File: src/rtl/shift_seq_32_if.sv
// Request/response handshake bundle for the sequential shift/rotate unit.
// The producer/consumer side uses master; the unit itself uses slave.
interface shift_seq_32_if;
  logic        in_valid;
  logic        in_ready;
  logic [31:0] in_a;
  logic [31:0] in_b;
  logic [2:0]  in_op;
  logic        out_valid;
  logic        out_ready;
  logic [31:0] out_result;
  logic        out_err;

  modport master (
    output in_valid, in_a, in_b, in_op, out_ready,
    input  in_ready, out_valid, out_result, out_err
  );

  modport slave (
    input  in_valid, in_a, in_b, in_op, out_ready,
    output in_ready, out_valid, out_result, out_err
  );
endinterface

File: src/rtl/shift_seq_32.sv
// Multi-cycle 32-bit SLL/SRL/SRA/ROL/ROR unit, moving up to STEP bit positions
// per RUN cycle. Every output comes straight from a flop.
module shift_seq_32 #(
  parameter int unsigned STEP_LOG2 = 2
) (
  input  logic         clk,
  input  logic         rst,
  shift_seq_32_if.slave bus
);

  localparam int unsigned STEP  = 1 << STEP_LOG2;
  localparam int unsigned REM_W = 7;

  localparam logic [2:0] OP_SLL = 3'd0;
  localparam logic [2:0] OP_SRL = 3'd1;
  localparam logic [2:0] OP_SRA = 3'd2;
  localparam logic [2:0] OP_ROL = 3'd3;
  localparam logic [2:0] OP_ROR = 3'd4;

  typedef enum logic [1:0] {IDLE, RUN, DONE} state_e;

  state_e             state_q, state_d;
  logic [31:0]        acc_q, acc_d;
  logic [REM_W-1:0]   rem_q, rem_d;
  logic [2:0]         op_q, op_d;
  logic               sign_q, sign_d;
  logic               err_q, err_d;
  logic               in_ready_q, in_ready_d;
  logic               out_valid_q, out_valid_d;
  logic [31:0]        out_result_q, out_result_d;
  logic               out_err_q, out_err_d;

  logic [REM_W-1:0]   s;
  logic [REM_W-1:0]   rem_nxt;
  logic [31:0]        sra_fill;
  logic [31:0]        step_res;

  // One iteration of the datapath: shift/rotate acc by s = min(rem, STEP).
  always_comb begin
    s        = (rem_q > REM_W'(STEP)) ? REM_W'(STEP) : rem_q;
    rem_nxt  = rem_q - s;
    sra_fill = sign_q ? ~(32'hFFFF_FFFF >> s) : 32'h0;
    unique case (op_q)
      OP_SLL:  step_res = acc_q << s;
      OP_SRL:  step_res = acc_q >> s;
      OP_SRA:  step_res = (acc_q >> s) | sra_fill;
      OP_ROL:  step_res = (acc_q << s) | (acc_q >> (REM_W'(32) - s));
      OP_ROR:  step_res = (acc_q >> s) | (acc_q << (REM_W'(32) - s));
      default: step_res = acc_q;
    endcase
  end

  // Next-state and registered-output logic.
  always_comb begin
    state_d      = state_q;
    acc_d        = acc_q;
    rem_d        = rem_q;
    op_d         = op_q;
    sign_d       = sign_q;
    err_d        = err_q;
    in_ready_d   = in_ready_q;
    out_valid_d  = out_valid_q;
    out_result_d = out_result_q;
    out_err_d    = out_err_q;

    unique case (state_q)
      IDLE: begin
        if (bus.in_valid) begin
          acc_d      = bus.in_a;
          op_d       = bus.in_op;
          sign_d     = bus.in_a[31];
          err_d      = 1'b0;
          state_d    = RUN;
          in_ready_d = 1'b0;
          unique case (bus.in_op)
            OP_SLL, OP_SRL, OP_SRA:
              rem_d = (|bus.in_b[31:5]) ? REM_W'(32) : REM_W'(bus.in_b[4:0]);
            OP_ROL, OP_ROR:
              rem_d = REM_W'(bus.in_b[4:0]);
            default: begin
              rem_d = '0;
              err_d = 1'b1;
            end
          endcase
        end
      end
      RUN: begin
        acc_d = step_res;
        rem_d = rem_nxt;
        if (rem_nxt == '0) begin
          state_d      = DONE;
          out_valid_d  = 1'b1;
          out_result_d = step_res;
          out_err_d    = err_q;
        end
      end
      DONE: begin
        if (bus.out_ready) begin
          state_d     = IDLE;
          out_valid_d = 1'b0;
          in_ready_d  = 1'b1;
        end
      end
      default: begin
        state_d     = IDLE;
        out_valid_d = 1'b0;
        in_ready_d  = 1'b1;
      end
    endcase
  end

  always_ff @(posedge clk) begin
    if (rst) begin
      state_q      <= IDLE;
      acc_q        <= '0;
      rem_q        <= '0;
      op_q         <= '0;
      sign_q       <= 1'b0;
      err_q        <= 1'b0;
      in_ready_q   <= 1'b1;
      out_valid_q  <= 1'b0;
      out_result_q <= '0;
      out_err_q    <= 1'b0;
    end else begin
      state_q      <= state_d;
      acc_q        <= acc_d;
      rem_q        <= rem_d;
      op_q         <= op_d;
      sign_q       <= sign_d;
      err_q        <= err_d;
      in_ready_q   <= in_ready_d;
      out_valid_q  <= out_valid_d;
      out_result_q <= out_result_d;
      out_err_q    <= out_err_d;
    end
  end

  assign bus.in_ready   = in_ready_q;
  assign bus.out_valid  = out_valid_q;
  assign bus.out_result = out_result_q;
  assign bus.out_err    = out_err_q;

endmodule
File: src/flat_wrapper.sv
// flat-port wrapper written by rule: the top's interface ports become plain ports
module shift_seq_32_flat 
#(
  parameter int unsigned STEP_LOG2 = 2
)
  (clk, rst, bus_in_valid, bus_in_a, bus_in_b, bus_in_op, bus_out_ready, bus_in_ready, bus_out_valid, bus_out_result, bus_out_err);
  shift_seq_32_if bus_i ();
  input  logic clk;
  input  logic rst;
  input wire logic [$bits(bus_i.in_valid)-1:0] bus_in_valid;
  input wire logic [$bits(bus_i.in_a)-1:0] bus_in_a;
  input wire logic [$bits(bus_i.in_b)-1:0] bus_in_b;
  input wire logic [$bits(bus_i.in_op)-1:0] bus_in_op;
  input wire logic [$bits(bus_i.out_ready)-1:0] bus_out_ready;
  output wire logic [$bits(bus_i.in_ready)-1:0] bus_in_ready;
  output wire logic [$bits(bus_i.out_valid)-1:0] bus_out_valid;
  output wire logic [$bits(bus_i.out_result)-1:0] bus_out_result;
  output wire logic [$bits(bus_i.out_err)-1:0] bus_out_err;
  assign bus_i.in_valid = bus_in_valid;
  assign bus_i.in_a = bus_in_a;
  assign bus_i.in_b = bus_in_b;
  assign bus_i.in_op = bus_in_op;
  assign bus_i.out_ready = bus_out_ready;
  assign bus_in_ready = bus_i.in_ready;
  assign bus_out_valid = bus_i.out_valid;
  assign bus_out_result = bus_i.out_result;
  assign bus_out_err = bus_i.out_err;
  shift_seq_32 #(.STEP_LOG2(STEP_LOG2)) u_core (.clk(clk), .rst(rst), .bus(bus_i));
endmodule
File: config.mk
export PLATFORM = sky130hd
export DESIGN_NAME = shift_seq_32_flat
export DESIGN_NICKNAME = d
export VERILOG_FILES = /design/src/rtl/shift_seq_32_if.sv /design/src/rtl/shift_seq_32.sv /design/src/flat_wrapper.sv
export SDC_FILE = /design/constraint.sdc
export NUM_CORES = 1
export LEC_CHECK = 0
export ABC_AREA = 1
export BUFFER_PORTS_ARGS = -buffer_cell sky130_fd_sc_hd__buf_4
export CAP_MARGIN = 25
export CORE_MARGIN = 4
export CORE_UTILIZATION = 50
export CTS_CLUSTER_DIAMETER = 150
export CTS_CLUSTER_SIZE = 12
export DETAILED_ROUTE_END_ITERATION = 12
export GPL_ROUTABILITY_DRIVEN = 1
export PLACE_DENSITY = 0.74
export SLEW_MARGIN = 5
export SYNTH_ARGS = -nofsm -noshare
export SYNTH_HDL_FRONTEND = slang
export SYNTH_SLANG_ARGS = --single-unit
File: constraint.sdc
create_clock -name clk -period 2.7 [get_ports clk]
set_input_delay 0.27 -clock clk [delete_from_list [all_inputs] [get_ports clk]]
set_output_delay 0.27 -clock clk [all_outputs]
set_load 0.02 [all_outputs]
==> Word-level counts from Yosys, hierarchy flattened <==
Index checks and enable logic that the tools add are counted.
{ "classes": {"reduce_logical": 15, "n_eq_ne": 13, "n_addsub": 2, "n_mux": 20, "n_bitwise": 6, "magnitude_cmp": 1, "shift": 5} }
{ "ops": {"columns": ["operator", "n"], "rows": [
  ["case mux 32 bit (5 select lines)", 1],
  ["bitwise OR 32 bit", 3],
  ["two-way mux 32 bit", 2],
  ["case mux 32 bit (2 select lines)", 1],
  ["<< shifter 32 x 7 -> 32 bit", 2],
  ["right shift 32 x 7 -> 32 bit", 2],
  ["inverter 32 bit", 1],
  ["right shift 32 x 7 -> 32 bit, first input constant", 1],
  ["case mux 7 bit (2 select lines)", 2],
  ["OR reduction 27 bit", 1],
  ["two-way mux 7 bit", 2],
  ["equality test 3 x 2 -> 1 bit, second input constant", 4],
  ["AND reduction 3 bit", 3],
  ["> comparator 7 x 3 -> 1 bit, second input constant", 1],
  ["logical NOT 7 bit", 1],
  ["subtractor 6 x 7 -> 7 bit, first input constant", 1],
  ["subtractor 7 bit", 1],
  ["equality test 3 x 1 -> 1 bit, second input constant", 2],
  ["equality test 3 bit, second input constant", 2],
  ["logical NOT 3 bit", 2],
  ["two-way mux 2 bit", 3],
  ["two-way mux 6 bit", 1],
  ["case mux 1 bit (3 select lines)", 2],
  ["case mux 2 bit (3 select lines)", 1],
  ["12 further kinds", 20]
]} }
{ "totals": {"ff_bits": 81, "out_inout_bits": 35, "inputBits": 71} }

==> Depth between registers and ports, before layout <==
{ "depth": {"word_depth": 8, "mapped_depth": 24, "mapped_depth_nobuf": 20} }

==> Worst setup path after synthesis <==
No wires, ideal clock.
{ "synth_timing": {"path_type": "register -> register", "startpoint": "register u_core.rem_q[3]", "endpoint": "register u_core.out_result_q[7], in the netlist u_core.bus.out_result[7]", "slack_ns": -0.197, "t_arrival_ns": 2.783, "required_ns": 2.585, "n_path_buf": 5, "path_stages_with_launch": 19, "setup_ns": 0.115, "synth_period_minus_slack_ns": 2.897, "cell_sequence": "dfxtp_1 nor2_4 nand2_2 nor2_4 buf_4 nand2_2 buf_2 buf_6 ha_1 inv_1 buf_1 clkbuf_1 nand2_1 nand3_1 a21oi_1 o21ai_1 nand3_1 a21oi_2 nor2_1"} }
{ "synth_via": {"elab_chain_cells": 7, "word_cells_on_any_way": 17} }
{ "synth_rtl": {"columns": ["item", "line", "rtl"], "rows": [
  ["start, declared", "shift_seq_32.sv:24", "logic [REM_W-1:0] rem_q, rem_d;"],
  ["start signal, assigned", "shift_seq_32.sv:127", "rem_q <= rem_d;"],
  ["branches (longest 7 deep; another with > comparator 7 x 3 -> 1 bit)", null, null],
  ["end signal, assigned", "shift_seq_32.sv:133", "out_result_q <= out_result_d;"],
  ["end, declared", "shift_seq_32.sv:30", "logic [31:0] out_result_q, out_result_d;"]
]} }
Parallel ways; which one is timed is not known.
A chain may end at the register's enable or synchronous reset.

==> Final worst setup path <==
{ "layout_timing": {"startpoint": "register u_core.rem_q[6]", "endpoint": "register u_core.out_result_q[0], in the netlist u_core.bus.out_result[0]"} }
Same word-level chain as after synthesis.

==> results.md <==
Clocking:
- The clock tree root driver cell is clkbuf_16.
- The H-tree depth reported by CTS is 3.
- The clock input transition at the sequential cells of the worst setup and hold paths is 80 ps.
- The number of hold buffers added after CTS is 0.
- The later pin in the worst-skew pair is clocked with a latency of 360 ps.
- The clock tree from TritonCTS is yes.
- The number of CTS-inserted buffers is 9.
- The maximum clock insertion buffer count is 2.
- The clock sink count is 81.

Run:
- The tool flagged a number of max-cap violations equal to 0.

Setup path:
- The startpoint of the most critical register-to-register path is u_core.rem_q[6].
- The start point of the critical path is u_core.rem_q[6].
- The worst setup path is captured at a flip-flop.
- For the worst flop-to-flop path, the logic depth is 13.
- The kind of start point of the critical path is a flip-flop.
- The largest fanout on the critical path is 14.
- The library cell appearing most often on the critical path is nand2_2.
- The critical path required time is 2990 ps.
- For the worst setup path, the data arrival time is 2940 ps.
- The highest-delay cell along the critical path is o21ai_1.
- For this run, the slowest stage of the critical path takes 440 ps.
- The worst setup path is of the reg2reg kind.
- The critical path goes through nor2_2 -> nand2_2 -> nor2_4 -> nand2_2 -> ha_4 -> inv_2 -> buf_12 -> o21ai_1 -> o21ai_0 -> o21bai_1 -> a21oi_1 -> buf_4 -> nor2_1.

Layout:
- After routing the design area is 9350 µm².
- The count of inserted antenna diode cells is 0.
- The utilization after layout is 64.1%.
- The ratio of cells with drive above 1 in the final layout is 18.5%.
- The layout net count is 1,535.
- The number of fill cells in the layout is 1,464.
- The relative area change from synthesis to final layout is 25.5%.

Timing:
- Setup repair after global routing could not meet its margin everywhere.
- The final critical path takes up 98.1% of the cycle.
- Based on the critical path, the design can be clocked at up to 378 MHz.
- For the pin with the worst max-slew slack, the measured transition is 600 ps.
- The final hold violation count was 0.
- The final hold slack is 187 ps.
- The relative slew slack is 60.0%.
- The worst setup skew after layout is 15.4 ps.
- The count of final max-slew check failures is 0.
- The shortest period the worst path allows is 2650 ps.
- Setup violations remaining at the end of the flow were counted as 0.

Run status:
- The run finished with clean final reports.

Routing:
- After detailed routing, the number of remaining DRC violations is 0.
- The post-detailed-route count of antenna-violating nets is 0.
- The average via count per standard cell is 6.20.
- For this block, the routed nets add up to 34.3 mm of wire.
- For this block, the initial DRC count from the detailed router was 1,876.
- The wire length per cell is 20.8 µm.
- For this block, the via count after detailed routing is 10,200.
- The detailed-router iteration count before antenna repair is 10.

GRT:
- The first global-routing pass estimated 51.4 mm of wire.
- The overall fraction of global-route tracks in use is 39.5%.
- The pin count of the biggest net entering global routing is 45.
- The via count of the first global-routing pass came to 9,119.
- The initial antenna violation count came to 1.
- The final global-route overflow total is 0.

Power:
- The leakage power total is 4.43 nW.
- The worst voltage drop across the vdd grid is 0.392 mV.
- The power per cell area is 723 nW/µm².

Synthesis:
- Synthesis inferred 81 register bits.
- For this run, the number of Yosys warnings is 0.
- The post-synthesis cell count is 1,332.
- nand2_1 is the most common cell in the netlist.
- The proportion of synthesized chip area in sequential cells is 21.8%.
- Among all flip-flop cells after synthesis, the most frequent one is dfxtp_1.
- The number of nets in the synthesized netlist is 1,405.
- Ranked by instance count, the synthesized netlist is headed by 435 x nand2_1, 152 x nand3_1, 124 x inv_1, 94 x a21oi_1, 89 x o21ai_0.
- nand2_1 takes more of the synthesized area than any other cell.
- After synthesis, the cell types taking the most area are nand2_1 22%, dfxtp_1 22%, nand3_1 10%, a21oi_1 6.3%, inv_1 6.3%.
- The mapped netlist covers 7450 µm².
- The synthesized area divided by synthesized cell count is 5.59 µm².
- In the synthesized netlist the async set-or-reset flop fraction comes to 0%.
- The top cell type by area accounts for 21.9% of the synthesized area.
- The number of enable-type register cells in the synthesized netlist is 0.
- The number of distinct library cells after synthesis is 47.

Hold path:
- In this run the most critical hold path is launched from bus_in_op[1].
- The class of the tightest hold or removal check is in2reg.
- Counting instances, the worst hold path has a depth of 3.

Place:
- The detailed placer's ending HPWL is 25.9 mm.
- Once placement finished, the instance area stood at 8910 µm².
- At the end of routability-driven placement, the weighted congestion stood at 1.10.
- In this run the tool buffered the top-level ports with 105 buffer cells.

Floorplan:
- The floorplan step set the die height to 130 µm.
- The core area is 14,600 µm².
- The width of the die is 130 µm.
- The floorplan row count is 44.
- 106 I/O pins were placed.
- The area of the die is 16,900 µm².
- Once the floorplan was initialized, standard cells occupied 51.0% of the core.
-- repair_timing --
action | in CTS | in global routing
buffers inserted | 0 | 1
gates resized for setup | 0 | 27
endpoints found under the setup margin | 0 | 48
hold endpoints to repair | 0 | 0
-- metal layers --
layer	wire (µm)	vias up	track usage, %
met2	13800	792	54.4
met3	4670	120	10.9
met1	14300	4626	57.8
met5	9	-	0
met4	1510	2	16.1
li1	-	4702	-
-- stage by stage --
stage / cells / TNS (ps) / worst slack [ps] / total power, W
6_report: 1651 / 0 / 51.0 / 0.00676
5_1_grt: 1651 / -47.7 / -47.7 / 0.00705
4_1_cts: 1649 / 0 / 60.4 / 0.00648
3_5_place_dp: 1633 / 0 / 89.6 / 0.00516
3_3_place_gp: 1633 / 0 / 97.2 / 0.00516
2_1_floorplan: 1332 / 0 / 3.94 / 0.00375
-- path summary, 6_finish.rpt --
path	end	slack [ps]
worst min register to register	u_core.acc_q[8]	470
worst max-delay path	u_core.bus.out_result[0]	50
worst max register to register	u_core.bus.out_result[0]	50
worst min-delay path	u_core.op_q[1]	190
-- cells by family (layout without fill, tap and decap cells) --
| family | after synthesis | in the layout | synth area share (%) |
|---|---|---|---|
| simple gates | 709 | 709 | 40.7 |
| compound gates | 318 | 318 | 24.6 |
| buf+inv | 219 | 354 | 12.3 |
| flops | 81 | 81 | 21.8 |
| fa+ha+maj | 2 | 2 | 0.336 |
| xor+xnor | 2 | 2 | 0.235 |
| other cells | 1 | 1 | 0.0504 |
-- critical path: cells and delay by family (launching register included) --
kind	cells	cell delay, ps
simple gates	5	520
flops	1	340
buf+inv	3	370
fa+ha+maj	1	330
compound gates	4	1010
-- cell type report --
class	instances	area (µm²)	share of cell area (%)
Multi-Input combinational cell	1032	4980	53.3
Timing Repair Buffer	201	1670	17.9
Sequential cell	81	1620	17.4
Inverter	137	531	5.68
Clock buffer	10	239	2.56
Tap cell	184	230	2.46
Clock inverter	6	71.3	0.763
-- state kept, by name, summed over array words and instances (netlist names) --
| signal | count |
|---|---|
| u_core.acc_q | 32 |
| u_core.bus.out_result | 32 |
| u_core.rem_q | 7 |
| u_core.op_q | 3 |
| u_core.state_q | 2 |
| u_core.bus.in_ready | 1 |
| u_core.bus.out_err | 1 |
| u_core.bus.out_valid | 1 |
| u_core.err_q | 1 |
| u_core.sign_q | 1 |
-- report_power, final --
group          switching (W)  internal, W
Combinational        0.00269      0.00136
Clock               0.000588     0.000754
Sequential         0.0000695      0.00130
-- placed cells by master, fill, tap and decap left out, types with 10 or more instances in the layout --
cell type  instances
a21oi_2           10
o21ai_0           84
dfxtp_1           81
buf_12            10
o211ai_1          29
o21ai_1           49
nand2_1          434
buf_4            188
nor2_1            69
nand3_1          148
clkbuf_16         11
a21oi_1           93
o22ai_1           10
inv_1            122
nand4_1           14
(Power assumes the default switching activity.)
